### config.mk
export PLATFORM = sky130hd
export DESIGN_NAME = dram_bank_sched_flat
export DESIGN_NICKNAME = d
export VERILOG_FILES = /design/src/rtl/dram_bank_sched_if.sv /design/src/rtl/dram_bank_sched.sv /design/src/flat_wrapper.sv
export SDC_FILE = /design/constraint.sdc
export NUM_CORES = 1
export LEC_CHECK = 0
export ABC_AREA = 1
export ABC_CLOCK_PERIOD_IN_PS = 2700
export BUFFER_PORTS_ARGS = -buffer_cell sky130_fd_sc_hd__buf_4
export CAP_MARGIN = 25
export CORE_AREA = 2 2 206 208
export CTS_CLUSTER_DIAMETER = 50
export DETAILED_ROUTE_END_ITERATION = 8
export DIE_AREA = 0 0 208 210
export PLACE_DENSITY = 0.73
export SLEW_MARGIN = 10
export SYNTH_ARGS = -nofsm -noshare
export SYNTH_HDL_FRONTEND = slang
export SYNTH_SLANG_ARGS = --single-unit
### constraint.sdc
create_clock -name clk -period 2.7 [get_ports clk]
set_clock_uncertainty 0.05 [all_clocks]
set_input_delay 0.54 -clock clk [delete_from_list [all_inputs] [get_ports clk]]
set_output_delay 0.54 -clock clk [all_outputs]
set_load 0.01 [all_outputs]
### src/rtl/dram_bank_sched_if.sv
// Request-queue and DDR command-bus signals of the DRAM bank scheduler.
// master = queue/controller side, slave = the scheduler itself.
interface dram_bank_sched_if;
    logic        req_valid;
    logic        req_ready;
    logic [1:0]  req_op;
    logic [32:0] req_addr;
    logic        cmd_valid;
    logic [2:0]  cmd;
    logic [1:0]  cmd_bg;
    logic [1:0]  cmd_ba;
    logic [14:0] cmd_row;
    logic [7:0]  cmd_col;
    logic        done;
    logic [15:0] bank_open;

    modport master (
        output req_valid, req_op, req_addr,
        input  req_ready, cmd_valid, cmd, cmd_bg, cmd_ba, cmd_row, cmd_col,
        input  done, bank_open
    );

    modport slave (
        input  req_valid, req_op, req_addr,
        output req_ready, cmd_valid, cmd, cmd_bg, cmd_ba, cmd_row, cmd_col,
        output done, bank_open
    );
endinterface

### src/rtl/dram_bank_sched.sv
// In-order DRAM command sequencer: takes one request at a time, tracks the
// open row of all 16 banks and issues the minimal PRE/ACT/RD/WR sequence
// (open-page policy) while honouring tRP, tRCD, tRAS and CAS+burst latency.
module dram_bank_sched #(
    parameter int T_RP    = 24,
    parameter int T_RCD   = 24,
    parameter int T_RAS   = 52,
    parameter int T_CL    = 24,
    parameter int T_CWL   = 20,
    parameter int T_BURST = 4
) (
    input  logic             clk,
    input  logic             rst_n,
    dram_bank_sched_if.slave bus
);

    typedef enum logic [2:0] {
        S_IDLE, S_CHECK, S_PRE, S_TRP, S_ACT, S_TRCD, S_CAS, S_DATA
    } state_t;

    localparam logic [2:0] CMD_NOP = 3'd0;
    localparam logic [2:0] CMD_ACT = 3'd1;
    localparam logic [2:0] CMD_RD  = 3'd2;
    localparam logic [2:0] CMD_WR  = 3'd3;
    localparam logic [2:0] CMD_PRE = 3'd4;

    // Counter loads are two short of the spacing where a state entry and a
    // terminal-count cycle already account for two clocks of the gap.
    localparam logic [7:0] RP_LOAD  = 8'(T_RP - 2);
    localparam logic [7:0] RCD_LOAD = 8'(T_RCD - 2);
    localparam logic [7:0] RAS_LOAD = 8'(T_RAS - 1);
    localparam logic [7:0] RD_LOAD  = 8'(T_CL + T_BURST - 1);
    localparam logic [7:0] WR_LOAD  = 8'(T_CWL + T_BURST - 1);

    state_t      state;
    state_t      state_next;
    logic [7:0]  wcnt;
    logic [15:0] open_bits;
    logic [14:0] open_row [16];
    logic [7:0]  ras_cnt  [16];

    logic [1:0]  lat_op;
    logic [3:0]  lat_bank;
    logic [14:0] lat_row;
    logic [7:0]  lat_col;

    logic [2:0]  cmd_c;
    logic        done_c;
    logic        ready_c;
    logic        accept;

    assign accept = (state == S_IDLE) && bus.req_valid;

    // State register; reset abandons any in-flight request.
    always_ff @(posedge clk) begin
        if (!rst_n) state <= S_IDLE;
        else        state <= state_next;
    end

    // Next-state decode plus the per-state command, ready and done outputs.
    always_comb begin
        state_next = state;
        cmd_c      = CMD_NOP;
        done_c     = 1'b0;
        ready_c    = 1'b0;
        case (state)
            S_IDLE: begin
                ready_c = 1'b1;
                if (bus.req_valid) state_next = S_CHECK;
            end
            S_CHECK: begin
                if (open_bits[lat_bank] && open_row[lat_bank] == lat_row)
                    state_next = S_CAS;
                else if (open_bits[lat_bank])
                    state_next = S_PRE;
                else
                    state_next = S_ACT;
            end
            S_PRE: begin
                if (ras_cnt[lat_bank] == 8'd0) begin
                    cmd_c      = CMD_PRE;
                    state_next = S_TRP;
                end
            end
            S_TRP: begin
                if (wcnt == 8'd0) state_next = S_ACT;
            end
            S_ACT: begin
                cmd_c      = CMD_ACT;
                state_next = S_TRCD;
            end
            S_TRCD: begin
                if (wcnt == 8'd0) state_next = S_CAS;
            end
            S_CAS: begin
                cmd_c      = (lat_op == 2'd1) ? CMD_WR : CMD_RD;
                state_next = S_DATA;
            end
            S_DATA: begin
                if (wcnt == 8'd0) begin
                    done_c     = 1'b1;
                    state_next = S_IDLE;
                end
            end
            default: state_next = S_IDLE;
        endcase
    end

    // Wait counter: loaded by PRE/ACT/CAS, counts down in the waiting states.
    always_ff @(posedge clk) begin
        if (!rst_n) begin
            wcnt <= 8'd0;
        end else begin
            case (state)
                S_PRE:  if (cmd_c == CMD_PRE) wcnt <= RP_LOAD;
                S_ACT:  wcnt <= RCD_LOAD;
                S_CAS:  wcnt <= (lat_op == 2'd1) ? WR_LOAD : RD_LOAD;
                S_TRP, S_TRCD, S_DATA: if (wcnt != 8'd0) wcnt <= wcnt - 8'd1;
                default: ;
            endcase
        end
    end

    // Request latch, captured only on the accept edge.
    always_ff @(posedge clk) begin
        if (!rst_n) begin
            lat_op   <= 2'd0;
            lat_bank <= 4'd0;
            lat_row  <= 15'd0;
            lat_col  <= 8'd0;
        end else if (accept) begin
            lat_op   <= bus.req_op;
            lat_bank <= {bus.req_addr[7:6], bus.req_addr[9:8]};
            lat_row  <= bus.req_addr[32:18];
            lat_col  <= bus.req_addr[17:10];
        end
    end

    // Per-bank open row tracking; tRAS counters age every cycle in all states.
    always_ff @(posedge clk) begin
        if (!rst_n) begin
            open_bits <= 16'd0;
            for (int i = 0; i < 16; i++) begin
                open_row[i] <= 15'd0;
                ras_cnt[i]  <= 8'd0;
            end
        end else begin
            for (int i = 0; i < 16; i++) begin
                if (ras_cnt[i] != 8'd0) ras_cnt[i] <= ras_cnt[i] - 8'd1;
            end
            if (cmd_c == CMD_ACT) begin
                open_bits[lat_bank] <= 1'b1;
                open_row[lat_bank]  <= lat_row;
                ras_cnt[lat_bank]   <= RAS_LOAD;
            end
            if (cmd_c == CMD_PRE) open_bits[lat_bank] <= 1'b0;
        end
    end

    assign bus.req_ready = ready_c;
    assign bus.cmd_valid = (cmd_c != CMD_NOP);
    assign bus.cmd       = cmd_c;
    assign bus.done      = done_c;
    assign bus.bank_open = open_bits;
    assign bus.cmd_bg    = (state == S_IDLE) ? 2'd0  : lat_bank[3:2];
    assign bus.cmd_ba    = (state == S_IDLE) ? 2'd0  : lat_bank[1:0];
    assign bus.cmd_row   = (state == S_IDLE) ? 15'd0 : lat_row;
    assign bus.cmd_col   = (state == S_IDLE) ? 8'd0  : lat_col;

endmodule

### src/flat_wrapper.sv
// flat-port wrapper written by rule: the top's interface ports become plain ports
module dram_bank_sched_flat 
#(
    parameter int T_RP    = 24,
    parameter int T_RCD   = 24,
    parameter int T_RAS   = 52,
    parameter int T_CL    = 24,
    parameter int T_CWL   = 20,
    parameter int T_BURST = 4
)
  (clk, rst_n, bus_req_valid, bus_req_op, bus_req_addr, bus_req_ready, bus_cmd_valid, bus_cmd, bus_cmd_bg, bus_cmd_ba, bus_cmd_row, bus_cmd_col, bus_done, bus_bank_open);
  dram_bank_sched_if bus_i ();
  input  logic clk;
  input  logic rst_n;
  input wire logic [$bits(bus_i.req_valid)-1:0] bus_req_valid;
  input wire logic [$bits(bus_i.req_op)-1:0] bus_req_op;
  input wire logic [$bits(bus_i.req_addr)-1:0] bus_req_addr;
  output wire logic [$bits(bus_i.req_ready)-1:0] bus_req_ready;
  output wire logic [$bits(bus_i.cmd_valid)-1:0] bus_cmd_valid;
  output wire logic [$bits(bus_i.cmd)-1:0] bus_cmd;
  output wire logic [$bits(bus_i.cmd_bg)-1:0] bus_cmd_bg;
  output wire logic [$bits(bus_i.cmd_ba)-1:0] bus_cmd_ba;
  output wire logic [$bits(bus_i.cmd_row)-1:0] bus_cmd_row;
  output wire logic [$bits(bus_i.cmd_col)-1:0] bus_cmd_col;
  output wire logic [$bits(bus_i.done)-1:0] bus_done;
  output wire logic [$bits(bus_i.bank_open)-1:0] bus_bank_open;
  assign bus_i.req_valid = bus_req_valid;
  assign bus_i.req_op = bus_req_op;
  assign bus_i.req_addr = bus_req_addr;
  assign bus_req_ready = bus_i.req_ready;
  assign bus_cmd_valid = bus_i.cmd_valid;
  assign bus_cmd = bus_i.cmd;
  assign bus_cmd_bg = bus_i.cmd_bg;
  assign bus_cmd_ba = bus_i.cmd_ba;
  assign bus_cmd_row = bus_i.cmd_row;
  assign bus_cmd_col = bus_i.cmd_col;
  assign bus_done = bus_i.done;
  assign bus_bank_open = bus_i.bank_open;
  dram_bank_sched #(.T_RP(T_RP), .T_RCD(T_RCD), .T_RAS(T_RAS), .T_CL(T_CL), .T_CWL(T_CWL), .T_BURST(T_BURST)) u_core (.clk(clk), .rst_n(rst_n), .bus(bus_i));
endmodule
* After elaboration in Yosys (flattened, before gate mapping)
Memory sizes are Yosys's and may differ from the RTL's. A register that Yosys moved wholly into a read port is not among the register bits. Cells that the tools add are included.
Word-level totals: register bits after elaboration 56, bits in writable memories 368, output and inout bits 49, word-level logic and storage cells 198, memories kept 2
Memories:
- u_core.open_row | depth 16, width 15, read ports 1, clocked after memory_dff 1, write ports 16, RTL line dram_bank_sched.sv:39 | logic [14:0] open_row [16];
- u_core.ras_cnt | depth 16, width 8, read ports 17, clocked after memory_dff 1, write ports 17, RTL line dram_bank_sched.sv:40 | logic [7:0] ras_cnt [16];
Cells by class: $add $sub $neg 17, $lt $le $gt $ge 2, equality and inequality tests 18, multiplexer cells 104, bitwise logic cells 19, reduce and logical (&&, ||, !) cells 29
Operators with widths (number):
- $mux W8 | 19
- $reduce_bool A8 Y1 | 17
- $sub A8 B1 Y8 const B | 17
- $mux W1 | 59
- $mux W16 | 3
- $pmux W8 S4 | 1
- $mux W15 | 2
- $mux W3 | 8
- $mux W4 | 6
- $pmux W3 S8 | 1
- $and A16 B16 Y16 | 1
- $logic_not A8 Y1 | 2
- $not A16 Y16 | 1
- $or A1 B1 Y1 | 16
- $or A16 B16 Y16 | 1
- $eq A15 B15 Y1 | 1
- $eq A3 B3 Y1 const B | 5
- $reduce_or A15 Y1 | 1
- $ne A2 B1 Y1 const B | 6
- $pmux W3 S3 | 1
- $eq A3 B1 Y1 const B | 2
- $eq A3 B2 Y1 const B | 2
- $lt A4 B5 Y1 const B | 1
- $reduce_and A5 Y1 | 1
- other kinds (12) | 15

* Depth between registers and ports, before layout
Gate-level depths: netlist (run 1).
depth in word-level cells 9, depth in mapped cells 18

* Worst setup path before layout (run 1)
OpenSTA, ideal clock, no wires.
path kind flip-flop to flip-flop, from register u_core.state[2], to memory u_core.open_row[1][0] (enable), arrival time 1.875 ns, required time 2.255 ns, setup slack 0.380 ns, cell stages (with the launch flop) 8, period minus slack after synthesis 2.320 ns, path through dfxtp_1 inv_2 nor2_1 inv_1 nor2_4 inv_2 buf_6 o21ai_1
RTL lines:
- from (decl) | RTL line dram_bank_sched.sv:35 | state_t state;
- from (signal assigned) | RTL line dram_bank_sched.sv:57 | else state <= state_next;
- to (decl) | RTL line dram_bank_sched.sv:39

==> reports/results.txt, run 1 <==
Inserted Diodes = 0
CP Max Fanout = 6
Gr ovfl total = 0
Synth warn = 0
Reg2Reg Depth = 8
Delay-heaviest family, CP = simple AND/OR/NAND/NOR gates
# IOs = 87
Slowest stage delay, CP = 0.43 ns
Root Buffer = clkbuf_16
Crit-path cells = clkinv_8, buf_12, buf_8, nor2_4, nand3_2, nand3_2, nand3_2, nand3_2, nand2_4, nor3_4, buf_6
Cells after Synth = 2547
Die area = 43700 µm²
Fin crit period = 2.80 ns
Worst hold slack = 0.197 ns
R2R Setup Slk = 0.21 ns
#FFs+latches synth = 428
Largest net degree at the start of global routing = 67
Least-Margin Pin Slew = 0.838 ns
Crit end category = output pin
Antenna-violating nets left = 0
Global Route Usage Sum = 24.8%
Pwr Density = 1080 nW/µm²
Core Region = 41500 µm²
Hold buffer count at cts = 0
TritonRoute pass-1 iters = 9
Post-route clock period utilization = 104%
Syn nets = 2613
Hold path depth = 3
Setup TNS Final = -0.187 ns
Initial antenna violation count = 1
Clock-pin slew on the worst setup and hold paths = 0.06 ns
Pre-CTS setup slack = 0.244 ns
Routability Congestion = 0.903
WP data arrival = 2.21 ns
WP data required = 2.11 ns
I/O Buffers = 80
Area of the multi-input gates = 7990 µm²
Worst min-delay path class = in -> reg
Initial Utilization = 49.5%
CTS tree = yes
Rel. slew slack = 44.0%
Max_cap viols = 0
FF-to-FF End = u_core.open_row[1][0]
Worst skew pair latency = 0.58 ns
Routed wire length = 55100 µm
Startpoint Class = flip-flop
Clock tree buffer depth = 3
Status = finished with violations
Post-Synthesis Cell Area = 20500 µm²
Failing checks = DRC, setup timing
Area Overhead vs Synth = 16.9%
Initial DRC Count = 1525
Sink Count = 428
Storage element area = 11000 µm²
Reg-to-reg startpoint = u_core.lat_bank[0]
Vias in the first global route = 17.0k
Layout cells sized above 1 = 11.0%
# setup viols final = 2
Hold wc startpoint = bus_req_addr[11]
H-tree depth = 2
Most frequent cell on the critical path = nand3_2
Max IR drop VDD = 0.699 mV
Die height = 210 µm
DR WL/cell = 17.1 µm
Die X = 208 µm
CTS Buf Count = 47
NumNets Final = 2716
Post-synth cell types = 46
First-pass GRT wire length = 86700 µm
# DRC = 1
Total of fill cells in the finished design = 3566
Final Hold Fails = 0
Slew Limit Fails = 0
WS Path Type = reg -> out
Hold endpoint = u_core.lat_col[1]
Syn avg cell area = 8.06 µm²
CP max stage cell = dfxtp_4
RSZ-0062 raised after global routing = true
Rows = 75
Crit path buf inv count = 4
Seq/Total Area, Yosys = 53.5%
Vias after detailed routing = 17.6k
DP HPWL = 34700 µm
Setup slack after layout = -0.100 ns
Pleak = 10.1 nW
Vias/cell = 5.46
Fmax achieved = 357 MHz
[power by group]
part	switching (mW)	leakage (nW)	internal, mW	total, mW
clock	2.62	0.763	3.98	6.60
combinational	6.46	5.32	3.71	10.2
sequential	0.945	4.03	8.10	9.05
total	10.0	10.1	15.8	25.8
[cell usage in the layout, fill, tap and decap left out, types with 10 or more instances in the layout]
master | synthesis | final
nor3_1 | 38 | 34
clkbuf_16 | 0 | 50
xor2_1 | 20 | 20
clkbuf_1 | 59 | 12
or2_2 | 10 | 10
dfxtp_1 | 188 | 186
o211ai_1 | 24 | 24
clkinv_1 | 17 | 19
o21ai_0 | 100 | 97
edfxtp_1 | 240 | 240
nor2_1 | 519 | 515
buf_4 | 6 | 146
nand4_1 | 24 | 24
a211oi_1 | 18 | 18
nand3_1 | 213 | 206
nor4_1 | 14 | 14
nand2_1 | 503 | 498
o21a_1 | 10 | 10
a21oi_1 | 112 | 111
inv_1 | 281 | 280
ha_1 | 28 | 28
[state kept, by name, summed over array words and instances (netlist names), named ones only]
name	flops
u_core.lat_col	8
u_core.lat_row	15
u_core.ras_cnt	128
u_core.open_row	240
u_core.bus.bank_open	16
u_core.wcnt	8
u_core.lat_bank	4
u_core.state	3
u_core.lat_op	2
[layout make-up]
| class | instances | area share (%) |
|---|---|---|
| clock inverters | 20 | 1.04 |
| well taps | 539 | 2.81 |
| inverters | 305 | 4.82 |
| flip-flops and latches | 428 | 45.8 |
| repair buffers | 168 | 6.61 |
| clock buffers | 67 | 5.64 |
| multi-input cells | 1700 | 33.3 |
[synthesized netlist by cell type, drive strengths merged]
cell,n,area [µm²]
edfxtp,240,7210
o311ai,2,17.5
nand3,213,1070
clkbuf,59,221
o21bai,2,15.0
a22oi,5,37.5
o221ai,5,43.8
and3,2,12.5
ha,28,350
a211oi,19,148
nand4,24,150
nor3b,8,60.1
xor2,20,175
a31o,2,17.5
nor4,14,87.6
inv,288,1080
dfxtp,188,3760
o211ai,24,180
nor3,41,226
clkinv,17,63.8
a21oi,112,561
o211a,1,10.0
o21ai,104,521
xnor2,9,78.8
o31ai,5,37.5
o21a,10,75.1
a31oi,9,56.3
o22ai,1,6.26
nand2,505,1900
or3,1,6.26
buf,55,300
or2,11,68.8
nor2,522,1970
nand3b,1,7.51
[how the worst max path moves through the flow]
stage	slack (ns)	depth (start not counted)	endpoint
global placement	0.25	16	u_core.state[2]
global route	-0.19	12	bus_cmd[2]
detailed placement	0.24	16	u_core.state[2]
floorplan	0.38	7	u_core.open_row[1][0]
CTS	-0.18	10	bus_cmd[2]
finish	-0.10	11	bus_cmd[2]
[worst reg2reg max path: stages (launching register included)]
cell	delay, ns
dfxtp_1	0.45
inv_1	0.21
nor2_2	0.22
inv_1	0.14
nor2_1	0.15
inv_1	0.08
nor2_1	0.21
nand2_1	0.53
nor2_1	0.30
[metal layers]
metal  global-route usage, %  share of wire (%)  vias to the layer above
met4                    9.05                3.0                        2
met2                    42.3                 48                      724
met1                    31.9                 41                     8257
met5                       0              0.024                        -
met3                    4.13                8.3                      124
li1                        -                  -                     8511
[through the flow]
stage	instances	power [mW]	instance area, µm²	util [%]
2_1_floorplan	2547	15.8	20500	-
3_3_place_gp	3126	18.2	22000	52.9
3_5_place_dp	3126	18.6	22000	52.9
4_1_cts	3225	25.7	23900	57.7
5_1_grt	3227	27.4	24000	57.8
6_report	3227	25.8	24000	57.8
[what timing repair did]
| action | CTS | global route |
|---|---|---|
| endpoints found under the hold margin | 0 | 0 |
| cloned | 6 | 1 |
| buffers inserted | 6 | 1 |
| resized for setup | 29 | 11 |
| pin swaps | 15 | 4 |
| setup endpoints to repair | 2 | 3 |
[logic make-up (layout without fill, tap and decap cells)]
group	after synthesis	in the layout	share of synthesized area, %
XOR/XNOR	29	29	1.24
flip-flops	428	428	53.5
AND/OR/NAND/NOR	1342	1342	27.1
AO/OA/AOI/OAI	301	301	8.41
adder cells (fa/ha/maj)	28	28	1.71
buffers and inverters	419	560	8.12
(Power assumes the default switching activity.)
==> run 2, diff against run 1 <==
- CORE_AREA: 2 2 206 208 -> 2 2 188 190
- DIE_AREA: 0 0 208 210 -> 0 0 190 192
- PLACE_DENSITY: 0.73 -> 0.84
==> run 2 against run 1 <==
The flow finishes with violations (setup timing); count of clock-buffer cells in the layout down 3; register-to-register slack worse by 0.16 ns; sequential power up 0.9%; global-route usage up 5.6 points; cell count down 2.8%; clock power down 6.2%; non-clock buffer count down 5; sequential share of layout area up 0.49 points; maximum frequency down 1.9%; combinational power about the same; via count up 3.4%.
==> reports/results.txt, run 2 (synthesized netlist as in run 1, its figures left out) <==
Status = finished with violations
Failing checks = setup timing
Area Overhead vs Synth = 15.6%
Max_cap viols = 0 (unchanged)
WS Path Type = reg -> out
Worst min-delay path class = in -> reg
DR WL/cell = 17.6 µm (+3.1%)
WP data arrival = 2.27 ns (+0.06 ns)
H-tree depth = 2 (unchanged)
Rows = 68 (-9.3%)
TritonRoute pass-1 iters = 6 (-3)
Clock tree buffer depth = 3 (unchanged)
Startpoint Class = flip-flop
Max IR drop VDD = 0.893 mV (+28%)
# DRC = 0 (-1)
First-pass GRT wire length = 88300 µm (+1.9%)
CTS Buf Count = 46 (-2.1%)
Vias in the first global route = 17.9k (+5.7%)
Number of flip-flops in the largest register = 240 (unchanged)
Layout cells sized above 1 = 10.4% (-0.61 points)
Slew Limit Fails = 0 (unchanged)
DP HPWL = 34400 µm (-0.81%)
Die area = 36500 µm² (-16%)
Setup slack after layout = -0.156 ns (-0.0555 ns)
Commonest cells after routing, fill and taps aside = 516 x nor2_1, 498 x nand2_1, 280 x inv_1
Worst skew pair latency = 0.55 ns (-0.03 ns)
Die height = 192 µm (-8.6%)
Vias after detailed routing = 18.2k (+3.4%)
Initial antenna violation count = 1 (unchanged)
Initial Utilization = 59.9% (+10 points)
Largest net degree at the start of global routing = 62 (-7.5%)
Clock-pin slew on the worst setup and hold paths = 0.06 ns (about the same)
R2R Setup Slk = 0.05 ns (-0.16 ns)
Commonest non-fill, non-tap cell in the layout = nor2_1
Post-route clock period utilization = 106% (+2.1 points)
Antenna-violating nets left = 0 (unchanged)
CTS tree = yes
Total of fill cells in the finished design = 2513 (-30%)
Root Buffer = clkbuf_16
Routability Congestion = 0.933 (+3.3%)
# IOs = 87 (unchanged)
I/O Buffers = 80 (unchanged)
NumNets Final = 2710 (-0.22%)
Vias/cell = 5.81 (+6.4%)
Setup TNS Final = -0.287 ns (-0.100 ns)
Gr ovfl total = 0 (unchanged)
Die X = 190 µm (-8.7%)
Sink Count = 428 (unchanged)
Initial DRC Count = 1716 (+13%)
Pleak = 10.0 nW (-1.0%)
Rel. slew slack = 43.7% (-0.27 points)
Core Region = 34300 µm² (-17%)
Worst hold slack = 0.219 ns (+0.0222 ns)
RSZ-0062 raised after global routing = true
Pwr Density = 1070 nW/µm² (-0.16%)
WP data required = 2.11 ns (about the same)
Inserted Diodes = 0 (unchanged)
Routed wire length = 55200 µm (+0.21%)
Least-Margin Pin Slew = 0.842 ns (+0.00403 ns)
Global Route Usage Sum = 30.4% (+5.6 points)
Fmax achieved = 350 MHz (-1.9%)
CP Max Fanout = 4 (-2)
Crit end category = output pin
# setup viols final = 2 (unchanged)
Fin crit period = 2.86 ns (+0.0555 ns)
Top reg by flops = u_core.open_row
Final Hold Fails = 0 (unchanged)
-- run 2: metal layers --
layer / GRT usage (%) / part of all wire, % / vias up
met4: 13.8 / 4.3 / 4
met3: 4.90 / 10 / 206
li1: - / - / 8495
met5: 0 / 0.054 / -
met2: 52.3 / 48 / 1005
met1: 37.9 / 38 / 8506
-- run 2: final timing paths --
| kind | from | endpoint | cells past startpoint |
|---|---|---|---|
| hold reg to reg | u_core.lat_col[6] | u_core.lat_col[6] | 2 |
| setup / recovery | u_core.ras_cnt[2][2] | bus_cmd[2] | 10 |
| hold / removal | bus_req_op[1] | u_core.lat_op[1] | 3 |
| setup reg to reg | flip-flop | u_core.state[2] | 18 |
-- run 2: area by class of cell --
class                           instances  area, µm²  area share (%)
Clock buffer                           64       1280            5.40
Clock inverter                         22        190           0.801
Inverter                              305       1170            4.94
Multi-Input combinational cell       1700       8000            33.7
Sequential cell                       428      11000            46.3
Tap cell                              455        569            2.40
Timing Repair Buffer                  163       1540            6.49
-- run 2: power breakdown --
group          switching [mW]  internal (mW)  total (mW)
Combinational            6.53           3.66        10.2
Sequential               1.02           8.10        9.13
Clock                    2.58           3.61        6.19
-- run 2: per-stage QoR --
| step | cell area [µm²] | setup WS [ns] | total power [mW] | cells | utilization, % |
|---|---|---|---|---|---|
| 4_1_cts | 23700 | -0.141 | 25.2 | 3136 | 69.0 |
| 5_1_grt | 23700 | -0.207 | 27.0 | 3137 | 69.2 |
| 3_5_place_dp | 21900 | 0.0599 | 18.6 | 3039 | 63.9 |
| 3_3_place_gp | 21900 | 0.0622 | 18.1 | 3039 | 63.9 |
| 2_1_floorplan | 20500 | 0.380 | 15.8 | 2547 | - |
| 6_report | 23700 | -0.156 | 25.5 | 3137 | 69.2 |
-- run 2: timing repair --
| action | CTS | global route |
|---|---|---|
| buffers inserted | 8 | 1 |
| gates resized for setup | 26 | 15 |
| cloned | 3 | 0 |
| hold buffers | 0 | 0 |
| endpoints found under the setup margin | 2 | 4 |
| pin swaps | 8 | 11 |
-- run 2: worst max-delay path, cell delays in order (launching register included) --
cell and delay (ns):
dfxtp_1 0.35, nor2_1 0.24, nand4_1 0.16, o21ai_1 0.15, nand2_1 0.10, nand3_1 0.09, nand2_2 0.08, nand2_2 0.09
nand2_4 0.09, nor3_4 0.21, buf_6 0.14
==> run 3, diff against run 2 <==
- CORE_AREA: 2 2 188 190 -> 2 2 206 208
- DIE_AREA: 0 0 190 192 -> 0 0 208 210
- MAX_ROUTING_LAYER: default -> met4
- PLACE_DENSITY: 0.84 -> 0.73
==> run 3 against run 2 <==
The run still ends with setup timing left; die area grew 20%; non-clock buffer count is 6 higher; cell area rose by 0.78%; total power rose by 0.10%; worst setup slack better by 0.032 ns; combinational power about the same; via count fell by 3.2%; sequential cell count unchanged; highest routed layer is now met4.
==> reports/results.txt, run 3 (synthesized netlist as in run 1, its figures left out) <==
Antenna-violating nets left = 0 (unchanged)
Die X = 208 µm (+9.5%)
DR WL/cell = 16.9 µm (-3.8%)
Pre-CTS setup slack = 0.125 ns (+0.0656 ns)
Commonest non-fill, non-tap cell in the layout = nor2_1
Initial antenna violation count = 0 (-1)
RSZ-0062 raised after global routing = true
Core Region = 41500 µm² (+21%)
TritonRoute pass-1 iters = 6 (unchanged)
Fin crit period = 2.82 ns (-0.0315 ns)
CTS tree = yes
Worst min-delay path class = in -> reg
Slew Limit Fails = 0 (unchanged)
Area of placed instances = 22000 µm² (+0.30%)
# setup viols final = 2 (unchanged)
Area of the multi-input gates = 8000 µm² (about the same)
Vias/cell = 5.46 (-5.9%)
WP data required = 2.11 ns (about the same)
Rows = 75 (+10%)
Seq pwr share = 35.5% (-0.3 points)
CP Max Fanout = 8 (+4)
Commonest cells after routing, fill and taps aside = 515 x nor2_1, 498 x nand2_1, 280 x inv_1
P_int = 15.5 mW (+0.96%)
# IOs = 87 (unchanged)
Rel. slew slack = 43.8% (about the same)
Gr ovfl total = 0 (unchanged)
Total of fill cells in the finished design = 3649 (+45%)
Clock-pin slew on the worst setup and hold paths = 0.06 ns (about the same)
I/O Buffers = 80 (unchanged)
Clock tree buffer depth = 3 (unchanged)
Vias in the first global route = 17.2k (-4.3%)
# DRC = 0 (unchanged)
Placed instance count = 3120 (+2.7%)
Area Overhead vs Synth = 16.5%
Fin util = 57.7% (-12 points)
Routability Congestion = 0.909 (-2.5%)
Fmax achieved = 354 MHz (+1.1%)
Sink Count = 428 (unchanged)
Fin cells = 3228 (+2.9%)
Post-route clock period utilization = 105% (-1.2 points)
Initial Utilization = 49.5% (-10 points)
Routed wire length = 54700 µm (-0.98%)
Combinational power share = 39.7% (-0.2 points)
Setup slack after layout = -0.124 ns (+0.0315 ns)
Worst skew pair latency = 0.56 ns (about the same)
Max IR drop VDD = 0.704 mV (-21%)
Die area = 43700 µm² (+20%)
Design area = 23900 µm² (+0.78%)
H-tree depth = 2 (unchanged)
Least-Margin Pin Slew = 0.842 ns (-0.000565 ns)
Reg2Reg Depth = 21 (+3)
Number of flip-flops in the largest register = 240 (unchanged)
Switching power of the nets = 10.0 mW (-1.2%)
WS Path Type = reg -> out
Inserted Diodes = 0 (unchanged)
CTS Buf Count = 48 (+4.3%)
Sw Share = 39.2% (-0.52 points)
End of the critical path = bus_cmd_valid
Global Route Usage Sum = 25.3% (-5.1 points)
R2R Setup Slk = 0.02 ns (-0.03 ns)
First-pass GRT wire length = 86400 µm (-2.2%)
Largest net degree at the start of global routing = 83 (+34%)
Final Hold Fails = 0 (unchanged)
Layout cells sized above 1 = 10.8% (+0.42 points)
Startpoint Class = flip-flop
Vias after detailed routing = 17.6k (-3.2%)
Failing checks = setup timing
NumNets Final = 2718 (+0.30%)
Storage element area = 11000 µm² (about the same)
Initial DRC Count = 1645 (-4.1%)
Root Buffer = clkbuf_16
Hold wc startpoint = bus_req_addr[11]
Die height = 210 µm (+9.4%)
DP HPWL = 34000 µm (-1.4%)
FF-to-FF End = u_core.state[2]
Crit end category = output pin
Max_cap viols = 0 (unchanged)
Pwr Density = 1070 nW/µm² (-0.67%)
Top reg by flops = u_core.open_row
Status = finished with violations
WP data arrival = 2.23 ns (-0.04 ns)
Clk pwr share = 24.8% (+0.5 points)
Pleak = 10.1 nW (+0.71%)
## run 3: final cells by class
class / instances / area share (%)
clock buffer: 65 / 5.50
clock inverter: 22 / 0.874
inverter: 305 / 4.85
multi-input combinational: 1700 / 33.4
sequential: 428 / 45.9
tap: 539 / 2.82
timing repair buffer: 169 / 6.60
## run 3: worst min-delay path by stage
| stage | end | slack (ns) | depth (start not counted) |
|---|---|---|---|
| global placement | u_core.lat_col[3] | 0.39 | 2 |
| CTS | u_core.lat_col[6] | 0.19 | 3 |
| detailed placement | u_core.lat_op[0] | 0.39 | 2 |
| finish | u_core.lat_col[1] | 0.22 | 3 |
| global route | u_core.lat_op[1] | 0.23 | 3 |
| floorplan | u_core.lat_col[6] | 0.38 | 2 |
## run 3: power by group through the flow
stage / sequential [mW] / clock (mW) / combinational [mW]
after floorplan: 8.86 / 0 / 6.98
after global placement: 9.05 / 0 / 9.13
after detailed placement: 9.11 / 0 / 9.44
after CTS: 9.01 / 6.43 / 9.88
after global routing: 9.18 / 6.68 / 11.3
final: 9.06 / 6.34 / 10.1
## run 3: worst max-delay path, stage by stage, from the launching register on
cell      delay, ns
dfxtp_4        0.36
buf_6          0.13
clkinv_8       0.09
buf_12         0.12
nand4_1        0.11
o21ai_1        0.11
nand2_1        0.09
nand3_2        0.08
nand2_2        0.07
nand2_4        0.07
nand2_4        0.09
nand2_4        0.08
nand2_4        0.05
nor2_2         0.10
buf_4          0.13
## run 3: what timing repair did
item	4_1_cts	5_1_grt
hold buffers	0	0
endpoints found under the setup margin	2	3
gates resized for setup	28	17
buffers inserted	14	3
pin swaps	7	6
cloned	3	1
## run 3: metrics by stage
step / total power, mW / hold WS, ns / setup TNS (ns)
final: 25.5 / 0.218 / -0.225
after global routing: 27.2 / 0.231 / -0.604
after CTS: 25.3 / 0.190 / -0.312
after detailed placement: 18.5 / 0.393 / 0
after global placement: 18.2 / 0.388 / 0
after floorplan: 15.8 / 0.380 / 0
## run 3: layer usage
metal | wire (µm) | part of all wire (%) | GRT usage (%) | vias up
met4 | 1350 | 2.5 | 7.85 | 0
met5 | 0 | 0 | - | -
met2 | 26200 | 48 | 42.2 | 713
met1 | 22500 | 41 | 32.3 | 8281
met3 | 4700 | 8.6 | 3.37 | 113
li1 | - | - | - | 8527
